`src/rtl/mem_arbiter_pkg.sv`:
```
// Shared encodings and default line geometry for the main-memory arbiter.
package mem_arbiter_pkg;

  typedef enum logic [1:0] {
    IDLE    = 2'd0,
    I_BURST = 2'd1,
    D_BURST = 2'd2,
    DONE    = 2'd3
  } arb_state_t;

  typedef enum logic {
    OWN_I = 1'b0,
    OWN_D = 1'b1
  } owner_t;

  localparam int unsigned LINE_WORDS = 4;
  localparam int unsigned IDX_W      = $clog2(LINE_WORDS);
  localparam int unsigned BYTE_OFF   = 2;

endpackage

```
`src/rtl/mem_arbiter.sv`:
```
// Round-robin arbiter sharing the main-memory word port between I-cache refills
// and D-cache refills/writebacks, running each line as a LINE_WORDS-word burst.
module mem_arbiter
  import mem_arbiter_pkg::*;
#(
  parameter int unsigned ADDR_W     = 32,
  parameter int unsigned DATA_W     = 32,
  parameter int unsigned LINE_WORDS = mem_arbiter_pkg::LINE_WORDS
) (
  input  logic                          clk,
  input  logic                          rst_n,
  input  logic                          i_req,
  input  logic [ADDR_W-1:0]             i_addr,
  output logic                          i_rvalid,
  output logic [DATA_W-1:0]             i_rdata,
  output logic [$clog2(LINE_WORDS)-1:0] i_widx,
  output logic                          i_done,
  input  logic                          d_req,
  input  logic                          d_we,
  input  logic [ADDR_W-1:0]             d_addr,
  input  logic [DATA_W-1:0]             d_wdata,
  output logic                          d_rvalid,
  output logic [DATA_W-1:0]             d_rdata,
  output logic [$clog2(LINE_WORDS)-1:0] d_widx,
  output logic                          d_done,
  output logic                          mem_req,
  output logic                          mem_we,
  output logic [ADDR_W-1:0]             mem_addr,
  output logic [DATA_W-1:0]             mem_wdata,
  input  logic [DATA_W-1:0]             mem_rdata,
  input  logic                          mem_ready,
  output logic                          busy
);

  localparam int unsigned WIDX_W      = $clog2(LINE_WORDS);
  localparam int unsigned BYTE_STRIDE = DATA_W / 8;
  localparam logic [WIDX_W-1:0] LAST_IDX = WIDX_W'(LINE_WORDS - 1);

  arb_state_t          state, next_state;
  logic [WIDX_W-1:0]   idx;
  logic [ADDR_W-1:0]   base;
  logic                we_q;
  owner_t              owner;
  owner_t              last_grant;
  owner_t              grant;
  logic                in_burst;
  logic                word_done;

  // On a tie the side that did not win last time is served.
  always_comb begin
    grant = OWN_D;
    if (i_req && d_req)
      grant = (last_grant == OWN_D) ? OWN_I : OWN_D;
    else if (i_req)
      grant = OWN_I;
  end

  assign in_burst  = (state == I_BURST) || (state == D_BURST);
  assign word_done = in_burst && mem_ready;

  always_comb begin
    next_state = state;
    unique case (state)
      IDLE: begin
        if (i_req || d_req)
          next_state = (grant == OWN_I) ? I_BURST : D_BURST;
      end
      I_BURST, D_BURST: begin
        if (mem_ready && idx == LAST_IDX)
          next_state = DONE;
      end
      DONE:    next_state = IDLE;
      default: next_state = IDLE;
    endcase
  end

  always_ff @(posedge clk or negedge rst_n) begin
    if (!rst_n) begin
      state      <= IDLE;
      idx        <= '0;
      base       <= '0;
      we_q       <= 1'b0;
      owner      <= OWN_I;
      last_grant <= OWN_D;
    end else begin
      state <= next_state;
      if (state == IDLE && (i_req || d_req)) begin
        base       <= (grant == OWN_I) ? i_addr : d_addr;
        we_q       <= (grant == OWN_D) ? d_we : 1'b0;
        idx        <= '0;
        owner      <= grant;
        last_grant <= grant;
      end else if (word_done) begin
        idx <= (idx == LAST_IDX) ? '0 : idx + 1'b1;
      end
    end
  end

  always_comb begin
    mem_req   = 1'b0;
    mem_we    = 1'b0;
    mem_addr  = '0;
    mem_wdata = '0;
    i_rvalid  = 1'b0;
    i_rdata   = '0;
    i_widx    = '0;
    i_done    = 1'b0;
    d_rvalid  = 1'b0;
    d_rdata   = '0;
    d_widx    = '0;
    d_done    = 1'b0;
    if (in_burst) begin
      mem_req  = 1'b1;
      mem_addr = base + ADDR_W'(idx) * ADDR_W'(BYTE_STRIDE);
      if (owner == OWN_I) begin
        i_widx   = idx;
        i_rvalid = mem_ready;
        i_rdata  = mem_ready ? mem_rdata : '0;
      end else begin
        d_widx = idx;
        mem_we = we_q;
        if (we_q) begin
          mem_wdata = d_wdata;
        end else begin
          d_rvalid = mem_ready;
          d_rdata  = mem_ready ? mem_rdata : '0;
        end
      end
    end else if (state == DONE) begin
      i_done = (owner == OWN_I);
      d_done = (owner == OWN_D);
    end
  end

  // Gated by rst_n so the hazard unit sees no miss while reset is held.
  assign busy = rst_n && ((state != IDLE) || i_req || d_req);

endmodule

```
`config.mk`:
```
export PLATFORM = sky130hd
export DESIGN_NAME = mem_arbiter
export DESIGN_NICKNAME = d
export VERILOG_FILES = /design/src/rtl/mem_arbiter_pkg.sv /design/src/rtl/mem_arbiter.sv
export SDC_FILE = /design/constraint.sdc
export NUM_CORES = 1
export LEC_CHECK = 0
export ABC_AREA = 0
export CAP_MARGIN = 20
export CELL_PAD_IN_SITES_DETAIL_PLACEMENT = 0
export CELL_PAD_IN_SITES_GLOBAL_PLACEMENT = 1
export CORE_MARGIN = 2
export CORE_UTILIZATION = 23
export CTS_CLUSTER_DIAMETER = 60
export DETAILED_ROUTE_END_ITERATION = 10
export GPL_TIMING_DRIVEN = 1
export HOLD_SLACK_MARGIN = 0.03
export PLACE_DENSITY = 0.95
export SLEW_MARGIN = 20
export SYNTH_ARGS = -nofsm -noshare
export SYNTH_HDL_FRONTEND = slang
export SYNTH_SLANG_ARGS = --single-unit
export TNS_END_PERCENT = 1
```
`constraint.sdc`:
```
create_clock -name clk -period 5.5 [get_ports clk]
set_clock_uncertainty 0.05 [all_clocks]
set_input_delay 0.825 -clock clk [delete_from_list [all_inputs] [get_ports clk]]
set_output_delay 0.825 -clock clk [all_outputs]
set_load 0.05 [all_outputs]
```
=== Word-level counts from Yosys, hierarchy flattened ===
Index checks and enable logic that the tools add are counted.

* Register bits after elaboration: 39
* Input bits: 134
* Output and inout port bits: 139
* Logic and storage cells: 67

* Add/sub/neg operators: 2
* Equality and inequality tests: 6
* Muxes and demuxes: 38
* Bitwise gates (word level): 1
* Reduce and logical (&&, ||, !) cells: 14

{| class="wikitable"
|+ Operators by type and width
! operator !! number
|-
| $mux 32 || 11
|-
| $add 32x4->32 || 1
|-
| $mux 2 || 10
|-
| $mux 1 || 16
|-
| $eq 2x2->1 const B || 3
|-
| $pmux 2 s3 || 1
|-
| $logic_and 1x1->1 || 5
|-
| $logic_or 1x1->1 || 4
|-
| $ne 2x2->1 const B || 2
|-
| $reduce_bool 2->1 || 2
|-
| $add 2x1->2 const B || 1
|-
| $eq 2x1->1 const B || 1
|-
| $logic_not 2->1 || 1
|-
| $reduce_and 2->1 || 1
|-
| $reduce_or 2->1 || 1
|-
| $not 1->1 || 1
|}

=== Depth between registers and ports, before layout ===
Gate-level depths: netlist of run 1.

* Depth in word-level cells: 5
* Gate-level depth with buffers: 7
* Mapped depth without buffers: 6

=== Least setup slack after synthesis of run 1 ===
No wires, ideal clock.

* Path kind: register to output
* Start point: register state[0]
* End point: output d_rdata[22]
* Arrival: 2.790 ns
* Data required time: 4.625 ns
* Slack: 1.835 ns
* Stages on the path, launching flop included: 7
* Path buffers: 1
* Path through: dfrtp_1 inv_1 ha_1 nand2_1 nor3b_1 clkbuf_1 and2_1

* Longest elaborated chain between the ends: 3
* Elaborated cells between the ends (all ways): 4
* Those cells by class: eq/ne (2); mux (1); reduce/logical (1)

{| class="wikitable"
|+ RTL lines
! what !! line !! text
|-
| start, declared || mem_arbiter.sv:39 || <nowiki>arb_state_t state, next_state;</nowiki>
|-
| start signal, assigned || mem_arbiter.sv:86 || <nowiki>state <= next_state;</nowiki>
|-
| $eq 2x1->1 / $eq 2x2->1 (equally long branches) || mem_arbiter.sv:58 || <nowiki>assign in_burst = (state == I_BURST) || (state == D_BURST);</nowiki>
|-
| $logic_or 1x1->1 (*) || mem_arbiter.sv:58 ||
|-
| $mux 32 (*) || mem_arbiter.sv:112 || <nowiki>if (in_burst) begin</nowiki>
|-
| end, declared || mem_arbiter.sv:23 || <nowiki>output logic [DATA_W-1:0] d_rdata,</nowiki>
|}

Mark *: on every way between the ends. The rest lies on a longest branch, timed or not.

=== Worst setup path in the final report of run 1 ===
* Start point: register idx[0]
* End point: output mem_addr[28]

* Longest elaborated chain between the ends: 2

{| class="wikitable"
|+ RTL lines
! what !! line !! text
|-
| start, declared || mem_arbiter.sv:40 || <nowiki>logic [WIDX_W-1:0] idx;</nowiki>
|-
| start signal, assigned || mem_arbiter.sv:94 || <nowiki>idx <= (idx == LAST_IDX) ? '0 : idx + 1'b1;</nowiki>
|-
| $add 32x4->32 || mem_arbiter.sv:114 || <nowiki>mem_addr = base + ADDR_W'(idx) * ADDR_W'(BYTE_STRIDE);</nowiki>
|-
| $mux 32 || mem_arbiter.sv:112 ||
|-
| end, declared || mem_arbiter.sv:28 || <nowiki>output logic [ADDR_W-1:0] mem_addr,</nowiki>
|}

No other way between the ends.

==> out/results.txt, run 1 <==
outcome - completed
sequential element share of the synthesized area - 29.5%
Distinct cells, synth - 38
Worst Hold Depth - 2
Final Cell Area - 0.00635 mm^2
WP buf/inv - 1
post-CTS sizing - 0
period utilization - 79.1%
Synth Area in Simple Gates - 45.4%
Finished Layout Cells - 895
CTS tree - built
pin count of the biggest net entering global routing - 43
Worst path slowest cell - clkdlybuf4s50_1
Comb power frac - 77.0%
FF-to-FF Start - state[0]
top-area cell type share of the netlist area - 28.7%
internal power - 1.69 mW
drc violations - 0
later-pin clock latency in the skew report - 0.28 ns
Startpoint Class - flip-flop
Synth area leaders - dfrtp_1 (29%), and2_1 (19%), nand2_1 (8.8%)
syn_nets - 602
Synth Area in Compound Gates - 13.4%
commonest register cell after synthesis - dfrtp_1
final design utilization - 45.4%
Power Total - 4.10 mW
Synth Instances - 461
total die area - 0.0154 mm^2
Tmin final - 4.35 ns
final setup vio count - 0
Clock Path Buffers - 2
CP delay by family, top - simple AND/OR/NAND/NOR gates
global-route wire length before repair - 20.6 mm
Placer Congestion - 0.781
Reg power frac - 15.5%
fmax - 230 MHz
Vias - 4024
Post-Synth XOR/XNOR Area - 3.17%
Core Footprint - 0.0140 mm^2
Iter 0 DRT Violations - 178
worst endpoint required time - 4.62 ns
CTS buffer count - 5
Die X - 124 um
DRT Wirelength - 14.4 mm
fraction of registers with async set/reset - 100%
share of total power in the clock network - 7.5%
min-delay worst type - reg -> reg
Max Cap Violations - 0
critical path peak fanout - 14
number of flops mapped to enable cells by yosys - 0
vias in the first global route - 3704
wire per inst - 16.1 um
final net count - 855
H-tree depth - 2
Yosys Warn Count - 0
Congestion Overflow GR - 0
setup_tns - 0 ns
CTS root buf - clkbuf_16
# diodes - 0
Critical Path AT - 3.48 ns
CP max stage delay - 0.84 ns
R2R cell count - 6
remaining antenna violation count - 0
worst path cell trace - ha_1 -> fa_1 -> nand4_1 -> or3_1 -> or4_1 -> a21oi_1 -> clkdlybuf4s50_1
Tot GR Track Use - 17.2%
proportion of synthesized area in mux cells - 0.944%
hold slack - 0.468 ns
Worst-path clk slew - 0.06 ns
static leakage - 2.44 nW
I/O Buffers - 272
Die H - 124 um
Post-Syn Area - 0.00331 mm^2
largest family of logic cells by synthesized area - simple AND/OR/NAND/NOR gates
sw frac - 58.9%
P per Cell Area - 647 mW/mm^2
Yosys reg bits - 39
Slew @ Worst Pin - 0.929 ns
critical hold path startpoint - last_grant
clk sinks - 39
CP Class - reg -> out
final hold violations - 0
placed cell areas - 0.00619 mm^2
initial antenna violation count - 2
Peak VDD IR - 0.000234 V
placed cells - 887
RSZ-0062 raised after global routing - no
Ports - 273
hold worst-path end - last_grant
crit path capture type - output pin
Pre-antenna DRT Iters - 4
syn avg cell area - 7.19 um^2
Slew headroom - 37.9%
area delta synth->final - 91.5%
Starting Density - 23.7%
hpwl dp - 11.7 mm
# rows - 43
adder-cell share of the synthesized area - 2.87%
P_sw - 2.42 mW
pre-CTS WS - 1.45 ns
Final Max Slew Viols - 0
post-CTS setup buffers - 0
fraction of layout cells with a size suffix above 1 - 3.22%
setup ws final - 1.15 ns
reg-to-reg endpoint - base[23]
DR vias/cell - 4.50
Yosys top cell by area - dfrtp_1
hold_buf cts - 0
worst reg2reg setup slack - 3.19 ns
## how the worst max path moves through the flow
| stage | startpoint | to | slack [ns] | depth (start not counted) |
|---|---|---|---|---|
| 4_1_cts | idx[0] | mem_addr[28] | 1.13 | 7 |
| 6_report | idx[0] | mem_addr[28] | 1.15 | 7 |
| 2_1_floorplan | state[0] | d_rdata[22] | 1.83 | 6 |
| 3_5_place_dp | idx[0] | mem_addr[28] | 1.45 | 7 |
| 3_3_place_gp | idx[0] | mem_addr[26] | 1.46 | 7 |
| 5_1_grt | idx[0] | mem_addr[28] | 0.94 | 7 |
## power by group through the flow
stage / Clock [mW] / Combinational, mW / Sequential [mW]
finish: 0.307 / 3.16 / 0.636
floorplan: 0 / 2.15 / 0.570
CTS: 0.317 / 3.19 / 0.635
global route: 0.334 / 3.36 / 0.668
global placement: 0 / 3.18 / 0.633
detailed placement: 0 / 3.19 / 0.641
## cell usage after synthesis, drive strengths merged (2+ instances only)
| master | number |
|---|---|
| nor2b | 2 |
| or4 | 11 |
| o31ai | 10 |
| nand3 | 11 |
| buf | 2 |
| or3 | 7 |
| and2 | 100 |
| mux2i | 2 |
| nor3b | 4 |
| nor3 | 4 |
| nor4 | 3 |
| and3 | 5 |
| dfrtp | 38 |
| a21oi | 22 |
| o21ai | 7 |
| nor2 | 51 |
| nand4 | 6 |
| xnor2 | 9 |
| nand2 | 78 |
| clkbuf | 30 |
| ha | 6 |
| and4 | 3 |
| xor2 | 3 |
| a31oi | 32 |
| inv | 8 |
## registers in the layout, summed over array words and instances, names as in the netlist
signal and cells:
base 32, idx 2, state 2, last_grant 1, owner 1, we_q 1
## layout by cell type, fill, tap and decap left out, types with 10 or more instances in the layout
cell / netlist / final
clkdlybuf4s50_1: 0 / 271
and2_1: 100 / 100
nand2_1: 78 / 78
nor2_1: 51 / 51
dfrtp_1: 38 / 38
a31oi_1: 32 / 32
a21oi_1: 22 / 22
nand3_1: 10 / 10
o31ai_1: 10 / 10
or4_1: 10 / 10
## worst min-delay path, delay by kind of cell (launching register included)
| kind | cells | cell delay, ns |
|---|---|---|
| DFF | 1 | 0.38 |
| and+or+nand+nor | 1 | 0.10 |
| AOI/OAI and AO/OA | 1 | 0.04 |
## final cells by class
cell class                 instances  area [um^2]
fill                            1434         7640
multi-input combinational        382         2190
timing repair buffer             278         2760
inverter                           8         30.0
tap                              180          225
sequential                        39          977
clock buffer                       8          156
## per-layer routing
metal  track usage [%]  vias to the layer above  share of wire, %
li1                  -                     2069                 -
met1              22.5                     1805                43
met2              28.2                      130                48
met3              4.49                       16               7.3
met4              4.28                        4               1.6
met5                 0                        -              0.17
## kinds of logic (layout without fill, tap and decap cells)
kind of cell / after synthesis / after routing
AO/OA/AOI/OAI: 74 / 74
flip-flops: 39 / 39
adder cells (fa/ha/maj): 7 / 7
XOR/XNOR: 12 / 12
buffers and inverters: 40 / 294
AND/OR/NAND/NOR: 286 / 286
multiplexers: 3 / 3
No activity file was read; power rests on OpenSTA's default activity.
==> inputs of run 2 (changes only) <==
--- a/config.mk
+++ b/config.mk
@@ -10,12 +10,12 @@
 export CELL_PAD_IN_SITES_DETAIL_PLACEMENT = 0
 export CELL_PAD_IN_SITES_GLOBAL_PLACEMENT = 1
 export CORE_MARGIN = 2
-export CORE_UTILIZATION = 23
+export CORE_UTILIZATION = 19
 export CTS_CLUSTER_DIAMETER = 60
 export DETAILED_ROUTE_END_ITERATION = 10
 export GPL_TIMING_DRIVEN = 1
 export HOLD_SLACK_MARGIN = 0.03
-export PLACE_DENSITY = 0.95
+export PLACE_DENSITY = 0.87
 export SLEW_MARGIN = 20
 export SYNTH_ARGS = -nofsm -noshare
 export SYNTH_HDL_FRONTEND = slang
==> constraint.sdc (replaced) <==
create_clock -name clk -period 3.6 [get_ports clk]
set_clock_uncertainty 0.05 [all_clocks]
set_input_delay 0.54 -clock clk [delete_from_list [all_inputs] [get_ports clk]]
set_output_delay 0.54 -clock clk [all_outputs]
set_load 0.05 [all_outputs]
==> run 2 against run 1 <==
  * Hold slack worse by 0.094 ns
  * Sequential share of layout area down 1.5 points
  * Flip-flop and latch count unchanged
  * Cell count up 5.5%
  * Routed wire length up 9.9%
  * Combinational power up 72%
  * Register-to-register slack worse by 1.5 ns
  * Die area up 20%
==> out/results.txt, run 2 (same netlist as run 1, synthesis figures left out) <==
fraction of layout cells with a size suffix above 1 - 21.4%
CP Class - reg -> out
Congestion Overflow GR - 0
P per Cell Area - 993 mW/mm^2
Pre-antenna DRT Iters - 4
hold slack - 0.375 ns
Peak VDD IR - 0.000759 V
static leakage - 2.91 nW
WL met2 - 7.46 mm
Finished Layout Cells - 944
CTS tree - built
Clock Path Buffers - 2
total die area - 0.0185 mm^2
wire per inst - 16.7 um
final design utilization - 41.0%
Max Cap Violations - 0
R2R cell count - 6
hpwl dp - 12.9 mm
final setup vio count - 0
Placer Congestion - 0.748
DRT Wirelength - 15.8 mm
Starting Density - 19.3%
area delta synth->final - 113%
Die H - 136 um
final hold violations - 0
Tot GR Track Use - 16.2%
H-tree depth - 2
placed cells - 936
Critical Path Source - idx[0]
most common cell after layout, fill and taps aside - clkdlybuf4s50_1
later-pin clock latency in the skew report - 0.29 ns
global-route wire length before repair - 22.9 mm
# rows - 48
reg-to-reg endpoint - base[2]
I/O Buffers - 272
Final Max Slew Viols - 0
drc violations - 0
min-delay worst type - in -> async
pin count of the biggest net entering global routing - 56
vias in the first global route - 3897
met3 wire length - 1.06 mm
CTS buffer count - 5
WL met1 - 7.08 mm
Die X - 136 um
outcome - completed
Tmin final - 3.36 ns
Core Footprint - 0.0172 mm^2
fmax - 298 MHz
Worst-path clk slew - 0.06 ns
RSZ-0062 raised after global routing - no
final net count - 859
Iter 0 DRT Violations - 252
CTS root buf - clkbuf_16
# diodes - 0
crit path capture type - output pin
Power Total - 6.99 mW
highest metal used - met5
Startpoint Class - flip-flop
worst endpoint required time - 3.01 ns
Slew headroom - 61.7%
max reg flops - 32
remaining antenna violation count - 0
Biggest register - base
FF-to-FF Start - state[0]
Vias - 4075
crit path to - mem_addr[28]
period utilization - 93.3%
Ports - 273
clk sinks - 39
critical path peak fanout - 14
hold_buf cts - 0
initial antenna violation count - 1
worst reg2reg setup slack - 1.74 ns
biggest regs - base: 32 flops, idx: 2 flops, state: 2 flops
Critical Path AT - 2.77 ns
DR vias/cell - 4.32
setup_tns - 0 ns
leading cell types in the layout, fill and taps excluded - clkdlybuf4s50_1 (146), and2_1 (100), nand2_1 (78)
Slew @ Worst Pin - 0.573 ns
[run 2: cell types whose count changed in the layout (fill, tap and decap cells not counted)]
cell             change
or3_1                -1
clkbuf_1             -1
or3_4                +1
clkdlybuf4s50_1    -125
o21ai_4              +1
buf_12              +70
buf_4               +59
clkbuf_8             -2
bufinv_16            +2
clkinvlp_4           +1
o21ai_2              -1
[run 2: metal layers]
layer	up-vias	GRT usage [%]
met5	-	0
met4	2	3.47
met3	14	4.55
met2	125	25.3
met1	1856	22.3
li1	2078	-
[run 2: power by group]
| group | leakage [nW] | total [mW] | switching (mW) | internal (mW) |
|---|---|---|---|---|
| registers | 0.440 | 0.979 | 0.314 | 0.665 |
| logic | 2.38 | 5.43 | 3.39 | 2.04 |
| clock network | 0.0900 | 0.589 | 0.191 | 0.397 |
| total | 2.91 | 6.99 | 3.89 | 3.10 |
[run 2: through the flow]
step | setup WS, ns | area, um^2
after global placement | 0.494 | 6850
after CTS | 0.0654 | 7040
after floorplan | 0.220 | 3310
after global routing | 0.0282 | 7040
after detailed placement | 0.396 | 6850
final | 0.240 | 7040
[run 2: how the worst min path moves through the flow]
| stage | start | endpoint | slack [ns] | cells after the start |
|---|---|---|---|---|
| floorplan | rst_n | base[0] | 0.19 | 0 |
| finish | rst_n | base[12] | 0.37 | 2 |
| CTS | rst_n | base[8] | 0.42 | 2 |
| global placement | last_grant | last_grant | 0.47 | 2 |
| global route | rst_n | base[9] | 0.42 | 2 |
| detailed placement | last_grant | last_grant | 0.47 | 2 |
[run 2: what timing repair did]
item                                    in CTS  in global routing
hold endpoints to repair                     0                  0
setup buffers                                0                  0
endpoints found under the setup margin       0                  6
resized for setup                            0                  1
[run 2: worst max-delay path: stages, from the launching register on]
cell	delay (ns)
dfrtp_1	0.43
ha_1	0.22
fa_1	0.28
nand4_1	0.20
or3_4	0.49
or4_1	0.41
a21oi_1	0.27
buf_12	0.18
[run 2: area by class of cell]
class	instances	area, um^2
Clock inverter	3	67.6
Tap cell	225	282
Timing Repair Buffer	282	3360
Multi-Input combinational cell	382	2210
Clock buffer	5	125
Sequential cell	39	977
Fill cell	1694	10100
Inverter	8	30.0
==> inputs of run 3 (changes only) <==
--- a/config.mk
+++ b/config.mk
@@ -9,7 +9,6 @@
 export CAP_MARGIN = 20
 export CELL_PAD_IN_SITES_DETAIL_PLACEMENT = 0
 export CELL_PAD_IN_SITES_GLOBAL_PLACEMENT = 1
-export CORE_MARGIN = 2
 export CORE_UTILIZATION = 19
 export CTS_CLUSTER_DIAMETER = 60
 export DETAILED_ROUTE_END_ITERATION = 10
==> run 3 against run 2 <==
  * First-iteration DRC count shrank 36%
  * Hold slack worse by 0.024 ns
  * Utilization shrank 0.65 points
  * Critical path type unchanged
  * Largest power group unchanged
==> out/results.txt, run 3 (same netlist as run 1, synthesis figures left out) <==
outcome - completed
period utilization - 94.9%
CP Class - reg -> out
hpwl dp - 12.6 mm
vias in the first global route - 4029
Placer Congestion - 0.784
sw frac - 56.3%
worst endpoint required time - 3.01 ns
Tot GR Track Use - 16.6%
Vias - 4114
crit path capture type - output pin
final hold violations - 0
static leakage - 2.86 nW
placed cells - 934
Slew @ Worst Pin - 0.600 ns
Clock Path Buffers - 2
drc violations - 0
remaining antenna violation count - 0
pin count of the biggest net entering global routing - 40
critical path peak fanout - 14
Finished Layout Cells - 942
later-pin clock latency in the skew report - 0.28 ns
post-CTS sizing - 0
setup ws final - 0.184 ns
# rows - 47
biggest regs - base: 32 flops, idx: 2 flops, state: 2 flops
area delta synth->final - 105%
setup_tns - 0 ns
clk sinks - 39
wire per inst - 16.2 um
most common cell after layout, fill and taps aside - clkdlybuf4s50_1
# diodes - 0
final design utilization - 40.4%
DR vias/cell - 4.37
global-route wire length before repair - 23.2 mm
total die area - 0.0180 mm^2
Slew headroom - 59.9%
Startpoint Class - flip-flop
pre-CTS WS - 0.424 ns
Worst path slowest cell - clkdlybuf4s50_1
H-tree depth - 2
post-CTS setup buffers - 0
Congestion Overflow GR - 0
Peak VDD IR - 0.000567 V
Starting Density - 19.7%
CTS tree - built
Die H - 134 um
Die X - 134 um
hold_buf cts - 0
fmax - 293 MHz
P per Cell Area - 1010 mW/mm^2
Reg power frac - 14.0%
Comb power frac - 78.2%
final setup vio count - 0
Pre-antenna DRT Iters - 4
initial antenna violation count - 0
leading cell types in the layout, fill and taps excluded - clkdlybuf4s50_1 (148), and2_1 (100), buf_4 (86)
Core Footprint - 0.0168 mm^2
P_sw - 3.84 mW
Max Cap Violations - 0
Worst-path clk slew - 0.07 ns
CTS root buf - clkbuf_16
share of total power in the clock network - 7.7%
RSZ-0062 raised after global routing - no
I/O Buffers - 272
Tmin final - 3.42 ns
DRT Wirelength - 15.2 mm
fraction of layout cells with a size suffix above 1 - 21.5%
Final Max Slew Viols - 0
Critical Path AT - 2.83 ns
final net count - 862
min-delay worst type - in -> async
Ports - 273
CP max stage delay - 0.82 ns
Iter 0 DRT Violations - 161
worst path cell trace - ha_1 -> a21oi_1 -> or4_4 -> xnor2_1 -> nor2_1 -> clkdlybuf4s50_1
max reg flops - 32
internal power - 2.98 mW
Biggest register - base
CTS buffer count - 5
[run 3: changes by cell type in the layout (fill, tap and decap cells not counted)]
cell and delta:
buf_12 -20, o21ai_4 -1, bufinv_16 -1, clkinv_2 +1
buf_4 +21, clkbuf_8 +1, clkinvlp_4 -1, o21ai_2 +1
clkdlybuf4s50_1 +2
[run 3: metrics by stage]
stage	hold WS, ns	area [um^2]	power (mW)
global placement	0.458	6610	6.32
global route	0.394	6790	7.21
detailed placement	0.458	6610	6.35
CTS	0.381	6780	6.89
floorplan	0.194	3310	4.16
finish	0.351	6790	6.83
[run 3: layer usage]
metal,routed length [um],GRT usage [%]
met5,0,0
met4,230,3.62
met3,616,2.12
met2,7410,27.7
met1,6970,22.7
[run 3: worst max-delay path: cells and delay by family, from the launching register on]
kind / cells / cell delay (ns)
AOI/OAI and AO/OA: 1 / 0.15
xor gates and xnor gates: 1 / 0.16
adders and majority gates: 1 / 0.32
buffers and inverters: 1 / 0.82
DFF: 1 / 0.46
and+or+nand+nor: 2 / 0.63
[run 3: layout make-up]
type,instances,area [um^2]
flip-flops and latches,39,977
fillers,1717,10000
well taps,220,275
clock buffers,6,139
clock inverters,2,35.0
repair buffers,285,3130
inverters,8,30.0
multi-input cells,382,2200
[run 3: path summary, 6_finish.rpt]
path	startpoint	end	slack (ns)	depth (start not counted)
min reg2reg	last_grant	last_grant	0.47	2
min	rst_n	base[2]	0.35	2
max	idx[1]	mem_addr[15]	0.18	6
max reg2reg	state[0]	base[13]	1.61	6
max in group asynchronous	rst_n	last_grant	2.78	2
min in group clk	last_grant	last_grant	0.47	2
[run 3: power groups by stage]
stage / combinational, mW / sequential, mW / clock, mW
after floorplan: 3.29 / 0.871 / 0
after global placement: 5.37 / 0.953 / 0
after detailed placement: 5.38 / 0.966 / 0
after CTS: 5.39 / 0.959 / 0.540
after global routing: 5.65 / 1.00 / 0.559
final: 5.34 / 0.959 / 0.526
